### src/rtl/serial_sub_pkg.sv
// Shared types and sizing helpers for the bit-serial subtractor.
package serial_sub_pkg;

    typedef enum logic [1:0] {
        IDLE  = 2'd0,
        SHIFT = 2'd1,
        DONE  = 2'd2
    } state_t;

    localparam int unsigned WIDTH_DEF = 4;
    localparam int unsigned CNT_W     = $clog2(WIDTH_DEF);

    // Bit-counter width for an arbitrary operand width (never below one bit).
    function automatic int unsigned cnt_width(input int unsigned width);
        return (width < 2) ? 1 : $clog2(width);
    endfunction

endpackage

### src/rtl/full_subtractor.sv
// Single-bit full subtractor: d = a - b - bin, with borrow out.
module full_subtractor (
    input  logic a,
    input  logic b,
    input  logic bin,
    output logic d,
    output logic bout
);

    always_comb begin
        d    = a ^ b ^ bin;
        bout = (~a & b) | (~(a ^ b) & bin);
    end

endmodule

### src/rtl/serial_subtractor.sv
// Bit-serial WIDTH-bit subtractor (diff = a - b - bin), LSB first, one cell plus a borrow FF.
// Optional two's-complement overflow output enabled by defining SERIAL_SUB_OVF_EN.
module serial_subtractor
    import serial_sub_pkg::*;
#(
    parameter int unsigned WIDTH = 4
) (
    input  logic             clk,
    input  logic             rst_n,
    input  logic             in_valid,
    output logic             in_ready,
    input  logic [WIDTH-1:0] a,
    input  logic [WIDTH-1:0] b,
    input  logic             bin,
    output logic             out_valid,
    input  logic             out_ready,
    output logic [WIDTH-1:0] diff,
`ifdef SERIAL_SUB_OVF_EN
    output logic             bout,
    output logic             ovf
`else
    output logic             bout
`endif
);

    localparam int unsigned CNT_BITS = cnt_width(WIDTH);
    localparam logic [CNT_BITS-1:0] CNT_LAST = CNT_BITS'(WIDTH - 1);

    state_t              state, state_nxt;
    logic [CNT_BITS-1:0] cnt, cnt_nxt;
    logic [WIDTH-1:0]    a_sh, a_sh_nxt;
    logic [WIDTH-1:0]    b_sh, b_sh_nxt;
    logic                brw, brw_nxt;
    logic [WIDTH-1:0]    diff_nxt;
    logic                bout_nxt;
    logic                fs_d;
    logic                fs_bout;
`ifdef SERIAL_SUB_OVF_EN
    logic                ovf_nxt;
`endif

    full_subtractor u_fs (
        .a    (a_sh[0]),
        .b    (b_sh[0]),
        .bin  (brw),
        .d    (fs_d),
        .bout (fs_bout)
    );

    // Next-state and datapath update
    always_comb begin
        state_nxt = state;
        cnt_nxt   = cnt;
        a_sh_nxt  = a_sh;
        b_sh_nxt  = b_sh;
        brw_nxt   = brw;
        diff_nxt  = diff;
        bout_nxt  = bout;
`ifdef SERIAL_SUB_OVF_EN
        ovf_nxt   = ovf;
`endif
        case (state)
            IDLE: begin
                if (in_valid) begin
                    a_sh_nxt  = a;
                    b_sh_nxt  = b;
                    brw_nxt   = bin;
                    cnt_nxt   = '0;
                    state_nxt = SHIFT;
                end
            end
            SHIFT: begin
                diff_nxt = {fs_d, diff[WIDTH-1:1]};
                a_sh_nxt = a_sh >> 1;
                b_sh_nxt = b_sh >> 1;
                brw_nxt  = fs_bout;
                cnt_nxt  = cnt + CNT_BITS'(1);
                if (cnt == CNT_LAST) begin
                    // brw here is the borrow into the MSB
                    bout_nxt  = fs_bout;
`ifdef SERIAL_SUB_OVF_EN
                    ovf_nxt   = brw ^ fs_bout;
`endif
                    cnt_nxt   = '0;
                    state_nxt = DONE;
                end
            end
            DONE: begin
                if (out_ready) begin
                    state_nxt = IDLE;
                end
            end
            default: begin
                state_nxt = IDLE;
            end
        endcase
    end

    // State and output registers
    always_ff @(posedge clk) begin
        if (!rst_n) begin
            state     <= IDLE;
            cnt       <= '0;
            a_sh      <= '0;
            b_sh      <= '0;
            brw       <= 1'b0;
            diff      <= '0;
            bout      <= 1'b0;
            out_valid <= 1'b0;
            in_ready  <= 1'b1;
`ifdef SERIAL_SUB_OVF_EN
            ovf       <= 1'b0;
`endif
        end else begin
            state     <= state_nxt;
            cnt       <= cnt_nxt;
            a_sh      <= a_sh_nxt;
            b_sh      <= b_sh_nxt;
            brw       <= brw_nxt;
            diff      <= diff_nxt;
            bout      <= bout_nxt;
            out_valid <= (state_nxt == DONE);
            in_ready  <= (state_nxt == IDLE);
`ifdef SERIAL_SUB_OVF_EN
            ovf       <= ovf_nxt;
`endif
        end
    end

endmodule

### config.mk
export PLATFORM = sky130hd
export DESIGN_NAME = serial_subtractor
export DESIGN_NICKNAME = d
export VERILOG_FILES = /design/src/rtl/serial_sub_pkg.sv /design/src/rtl/full_subtractor.sv /design/src/rtl/serial_subtractor.sv
export SDC_FILE = /design/constraint.sdc
export NUM_CORES = 1
export LEC_CHECK = 0
export CELL_PAD_IN_SITES_DETAIL_PLACEMENT = 1
export CELL_PAD_IN_SITES_GLOBAL_PLACEMENT = 1
export CORE_ASPECT_RATIO = 1.25
export CORE_MARGIN = 8
export CORE_UTILIZATION = 44
export DETAILED_ROUTE_END_ITERATION = 8
export DONT_BUFFER_PORTS = 1
export PLACE_DENSITY_LB_ADDON = 0.1
export SETUP_SLACK_MARGIN = 0.02
export SYNTH_ARGS = -nofsm -noshare
export SYNTH_HDL_FRONTEND = slang
export SYNTH_SLANG_ARGS = --single-unit
### constraint.sdc
create_clock -name clk -period 1.45 [get_ports clk]
set_clock_uncertainty 0.2 [all_clocks]
set_input_delay 0.0725 -clock clk [delete_from_list [all_inputs] [get_ports clk]]
set_output_delay 0.0725 -clock clk [all_outputs]
set_load 0.1 [all_outputs]
==> flow_summary.toml, run 1 <==
[layout]
fin_util = 0.574
n_fill_cell = 216
fin_area_um2 = 1100
drive_above_1_share = 0.243
synthToLayoutAreaGrowth_pct = 28.0
antenna_cells = 0
regArea_um2 = 407
multiInputGateArea_um2 = 424
nets = 128
layout_common_cells = "15 x dfxtp_1, 15 x buf_4, 10 x mux2i_1, 10 x dlygate4sd3_1, 9 x nand2_1"

[drt]
dr.pass1.iters = 4
ant_nets = 0
viasPerCell = 5.53
wire_per_inst_um = 15.6
drt_iter0_drc = 9
dr_total_vias = 724
drc = 0
routed_wl_um = 2050

[min_path]
min_path_cells = 1
holdCritStartpoint = "rst_n"
hold_end = "in_ready$_SDFF_PN1_"
min_path_type = "in -> reg"

[power]
clkPwrFrac = 0.247
powerDensity_nw_per_um2 = 953
peakVddDrop_uv = 595
internal_power_mw = 0.758
seqPwrFrac = 0.573
leakage_nw = 0.430
p_switching_mw = 0.289
p_comb_frac = 0.179
swShare = 0.276

[clock_network]
tritoncts = "yes"
clk_latency_ps = 300
cts_buffer_depth = 2
htreeDepth = 1
cts_sinks = 20
cts_buffers = 3
clk_pin_slew_ps = 100
cts_setup_buffers = 0
clockRootBuffer = "clkbuf_4"

[worst_setup_path]
cp-end-kind = "register"
crit-reg2reg-launch = "b_sh[3]$_SDFFE_PN0P_"
timing.rr.end = "b_sh[3]$_SDFFE_PN0P_"
worstPathArrival_ps = 1420
worstPathMaxFanout = 2
path_class = "reg -> reg"
r2r_slack_ps = 60
worstPathRequired_ps = 1480
reg2regPathDepth = 3
start_kind = "register"

[grt]
grtUsageTotal = 0.114
overflow = 0
grt_pass1_wl_um = 3390
grt_pass1_vias = 755
grt_start_max_net_pins = 27
antenna_found_initial = 0

[synth]
syn_nets = 104
ys_ff_latch = 20
yosysSeqAreaShare = 0.466
syn_area_um2 = 858
avgSynthCellArea_um2 = 9.64
synthTopCellsByArea = "dfxtp_1 47%, mux2i_1 12%, o211ai_1 5.2%, o21ai_1 4.1%, nand2_1 3.9%"
netlist_instances = 89
yosysTopAreaCellShare = 0.466
yosysUniqueCellTypes = 26
yosys_warnings = 0
yosysTopAreaCell = "dfxtp_1"

[die]
die-width_um = 55.5
coreArea_um2 = 1910
design.die.area_um2 = 3630
num_rows = 18
start_util = 0.448
io_pins = 20
die_y_um = 65.4

[timing]
relSlewSlack = 0.756
final-hold-violation-count = 18
clock.fmax_mhz = 719
fin_crit_sh = 0.959
setup_viol = 0
setup-tns-final_ps = 0
fin_hold_ws_ps = -347
slew_violations = 0
rsz0062_at_grt = "no"
fin_crit_ps = 1390
tightest_slew_ps = 365

[placement]
place_area_um2 = 972
dp_hpwl_um = 1460
gp_congestion = 0.695
portBuffers = 0

[job]
drv_cap = 0

[outcome]
failed_checks = "hold timing"
status = "finished, violations left"
-- critical path, stage by stage (launching register included) --
cell           delay [ps]
dfxtp_1               360
nand2_1                60
dlygate4sd3_1         560
o22ai_1               140
-- synth_stat cells --
cell      instances
dfxtp_1          20
mux2i_1          10
nand2_1           9
o21ai_1           7
o211ai_1          6
nor2b_1           4
o21ai_0           4
clkbuf_1          3
nor2_1            3
buf_2             2
inv_1             2
nand3_1           2
nor3b_1           2
o21a_1            2
o22ai_1           2
a211oi_1          1
and2_1            1
buf_4             1
fa_1              1
ha_1              1
nand4_1           1
nor2_2            1
nor4b_1           1
o211a_1           1
o21ba_2           1
or3b_4            1
-- kinds of logic after synthesis --
kind of cell             Yosys count  synth area share
AND/OR/NAND/NOR                   25             0.156
AO/OA/AOI/OAI                     24             0.181
flip-flops                        20             0.466
multiplexers                      10             0.117
buffers and inverters              8            0.0423
adder cells (fa/ha/maj)            2            0.0379
-- area by class of cell --
class,count,area share
repair buffers,25,0.194
clock buffers,3,0.0205
inverters,2,0.00683
multi-input cells,61,0.386
well taps,20,0.0228
flip-flops and latches,20,0.370
-- power by group through the flow --
stage,sequential [mW],combinational (mW),clock (mW)
4_1_cts,0.600,0.185,0.272
2_1_floorplan,0.654,0.0907,0
3_3_place_gp,0.610,0.165,0
6_report,0.600,0.188,0.259
5_1_grt,0.604,0.201,0.290
3_5_place_dp,0.613,0.170,0
-- worst max-delay path by stage --
| stage | to | cells after the start | slack [ps] | startpoint |
|---|---|---|---|---|
| after floorplan | bout$_SDFFE_PN0P_ | 2 | 30 | bout$_SDFFE_PN0P_ |
| after global routing | b_sh[3]$_SDFFE_PN0P_ | 3 | 30 | b_sh[3]$_SDFFE_PN0P_ |
| final | b_sh[3]$_SDFFE_PN0P_ | 3 | 60 | b_sh[3]$_SDFFE_PN0P_ |
| after global placement | diff[3]$_SDFFE_PN0P_ | 3 | 140 | brw$_SDFFE_PN0P_ |
| after detailed placement | bout$_SDFFE_PN0P_ | 4 | 50 | state[0]$_SDFF_PN0_ |
| after CTS | bout$_SDFFE_PN0P_ | 4 | 30 | state[0]$_SDFF_PN0_ |
-- routing by layer --
metal,up-vias,share of wire,GRT usage
met5,-,0,0
met4,0,0.022,0.0741
met3,5,0.040,0.0250
met2,19,0.52,0.201
met1,341,0.42,0.120
li1,359,-,-
-- stage by stage --
stage,cells,setup WS (ps),hold slack (ps),power [mW]
4_1_cts,129,29.9,-358,1.06
6_report,131,59.7,-347,1.05
5_1_grt,131,26.0,-357,1.10
2_1_floorplan,89,28.5,22.8,0.744
3_5_place_dp,118,51.0,-35.4,0.783
3_3_place_gp,118,141,-42.2,0.776
-- repair_timing --
item,4_1_cts,5_1_grt
gates resized for setup,0,2
endpoints found under the setup margin,0,7
endpoints found under the hold margin,20,18
hold buffers,8,2
-- registers in the layout (all words and copies together), names as in the netlist --
register   flops
a_sh           4
b_sh           4
bout           1
brw            1
cnt            2
diff           4
in_ready       1
out_valid      1
state          2
No activity file was read; power rests on OpenSTA's default activity.
==> inputs of run 2 (changes only) <==
- CORE_UTILIZATION: 44 -> 40
- clock period: 1.45 -> 1.15 ns (I/O delays scaled with it)
==> run 2 against run 1 <==
Against the previous run: the run ends with hold timing, setup timing left; wire length is 13% higher; combinational power increased by 74%; global-route usage is 0.44 points higher; clock-buffer cell count grew 1; clock power rose by 42%; register-to-register slack worse by 280 ps; highest routed layer unchanged.
==> flow_summary.toml, run 2 (synthesis gave the netlist of run 1 again) <==
[outcome]
status = "finished, violations left"
failed_checks = "hold timing, setup timing"

[drt]
viasPerCell = 5.60
ant_nets = 0
dr_total_vias = 745
dr.pass1.iters = 2
wire_per_inst_um = 17.5
drc = 0
drt_iter0_drc = 15
routed_wl_um = 2320

[placement]
dp_hpwl_um = 1500
portBuffers = 0
post-place-ws_ps = -174
gp_congestion = 0.684

[timing]
setup_viol = 20
final-hold-violation-count = 20
fin_crit_ps = 1370
fin_crit_sh = 1.19
rsz0062_at_grt = "yes"
setup-tns-final_ps = -1720
slew_violations = 0
relSlewSlack = 0.850
tightest_slew_ps = 224
setup_ws_ps = -220
clock.fmax_mhz = 730
fin_hold_ws_ps = -390

[worst_setup_path]
worstPathMaxFanout = 2
crit-reg2reg-launch = "a_sh[0]$_SDFFE_PN0P_"
cp-end-kind = "register"
start_kind = "register"
reg2regPathDepth = 4
worstPathArrival_ps = 1390
worstPathRequired_ps = 1170
timing.rr.end = "diff[3]$_SDFFE_PN0P_"
path_class = "reg -> reg"
r2r_slack_ps = -220

[clock_network]
cts_sinks = 20
hold_buffers = 2
clockRootBuffer = "clkbuf_4"
cts_buffers = 3
tritoncts = "yes"
htreeDepth = 1
cts_buffer_depth = 2
clk_pin_slew_ps = 120
clk_latency_ps = 320

[grt]
grt_start_max_net_pins = 27
antenna_found_initial = 0
overflow = 0
grt_pass1_wl_um = 3560
grt_pass1_vias = 815
grtUsageTotal = 0.118

[die]
die_y_um = 67.8
coreArea_um2 = 2000
start_util = 0.428
io_pins = 20
design.die.area_um2 = 3890
die-width_um = 57.4
num_rows = 18

[min_path]
min_path_cells = 1
holdCritStartpoint = "rst_n"
min_path_type = "in -> reg"
hold_end = "in_ready$_SDFF_PN1_"

[layout]
synthToLayoutAreaGrowth_pct = 57.4
final_common_cell = "mux2i_1"
layout_common_cells = "10 x mux2i_1, 9 x nand2_1, 9 x dfxtp_1"
top_regs = "a_sh: 4 flops, b_sh: 4 flops, diff: 4 flops"
n_fill_cell = 201
antenna_cells = 0
drive_above_1_share = 0.549
nets = 129

[power]
peakVddDrop_uv = 809
leakage_nw = 0.528
powerDensity_nw_per_um2 = 1070

[job]
drv_cap = 0
-- run 2: per-layer routing --
| layer | wire [um] | share of wire | vias up | track usage |
|---|---|---|---|---|
| met3 | 101 | 0.044 | 2 | 0.0380 |
| met4 | 23 | 0.0099 | 0 | 0.0533 |
| met2 | 1270 | 0.55 | 16 | 0.227 |
| met5 | 0 | 0 | - | 0 |
| li1 | - | - | 365 | - |
| met1 | 924 | 0.40 | 362 | 0.113 |
-- run 2: final cells by class --
| type | instances | area [um2] | area share |
|---|---|---|---|
| multi-input cells | 61 | 526 | 0.389 |
| flip-flops and latches | 20 | 429 | 0.318 |
| repair buffers | 26 | 338 | 0.250 |
| clock buffers | 4 | 26.3 | 0.0194 |
| well taps | 20 | 25.0 | 0.0185 |
| inverters | 2 | 7.51 | 0.00556 |
-- run 2: per-stage QoR --
stage | util | instances | area [um2] | power [mW] | hold slack [ps]
2_1_floorplan | - | 89 | 892 | 0.941 | 7.80
4_1_cts | 0.623 | 131 | 1250 | 1.41 | -382
5_1_grt | 0.674 | 133 | 1350 | 1.51 | -403
3_3_place_gp | 0.525 | 122 | 1050 | 0.996 | -55.0
6_report | 0.674 | 133 | 1350 | 1.45 | -390
3_5_place_dp | 0.525 | 122 | 1050 | 1.00 | -55.4
-- run 2: power breakdown --
part           internal (mW)  total, mW  switching [mW]
Combinational          0.169      0.328           0.159
Sequential             0.724      0.756          0.0320
Clock                  0.136      0.368           0.232
-- run 2: what timing repair did --
item	4_1_cts	5_1_grt
hold endpoints to repair	20	20
gates cloned	0	0
pin swaps	9	6
gates resized for setup	36	21
setup buffers	3	2
endpoints found under the setup margin	25	25
-- run 2: worst max path at each step --
stage,slack [ps],to,start,cells after the start
6_report,-220,diff[3]$_SDFFE_PN0P_,a_sh[0]$_SDFFE_PN0P_,4
4_1_cts,-190,diff[3]$_SDFFE_PN0P_,brw$_SDFFE_PN0P_,3
3_5_place_dp,-170,diff[3]$_SDFFE_PN0P_,brw$_SDFFE_PN0P_,3
2_1_floorplan,-140,diff[3]$_SDFFE_PN0P_,brw$_SDFFE_PN0P_,3
3_3_place_gp,-150,diff[3]$_SDFFE_PN0P_,brw$_SDFFE_PN0P_,3
5_1_grt,-260,diff[3]$_SDFFE_PN0P_,a_sh[0]$_SDFFE_PN0P_,4
-- run 2: worst max-delay path, stage by stage, from the launching register on --
cell and delay, ps:
dfxtp_2 370, inv_2 40, fa_2 510, nand2_1 40, o211a_1 110
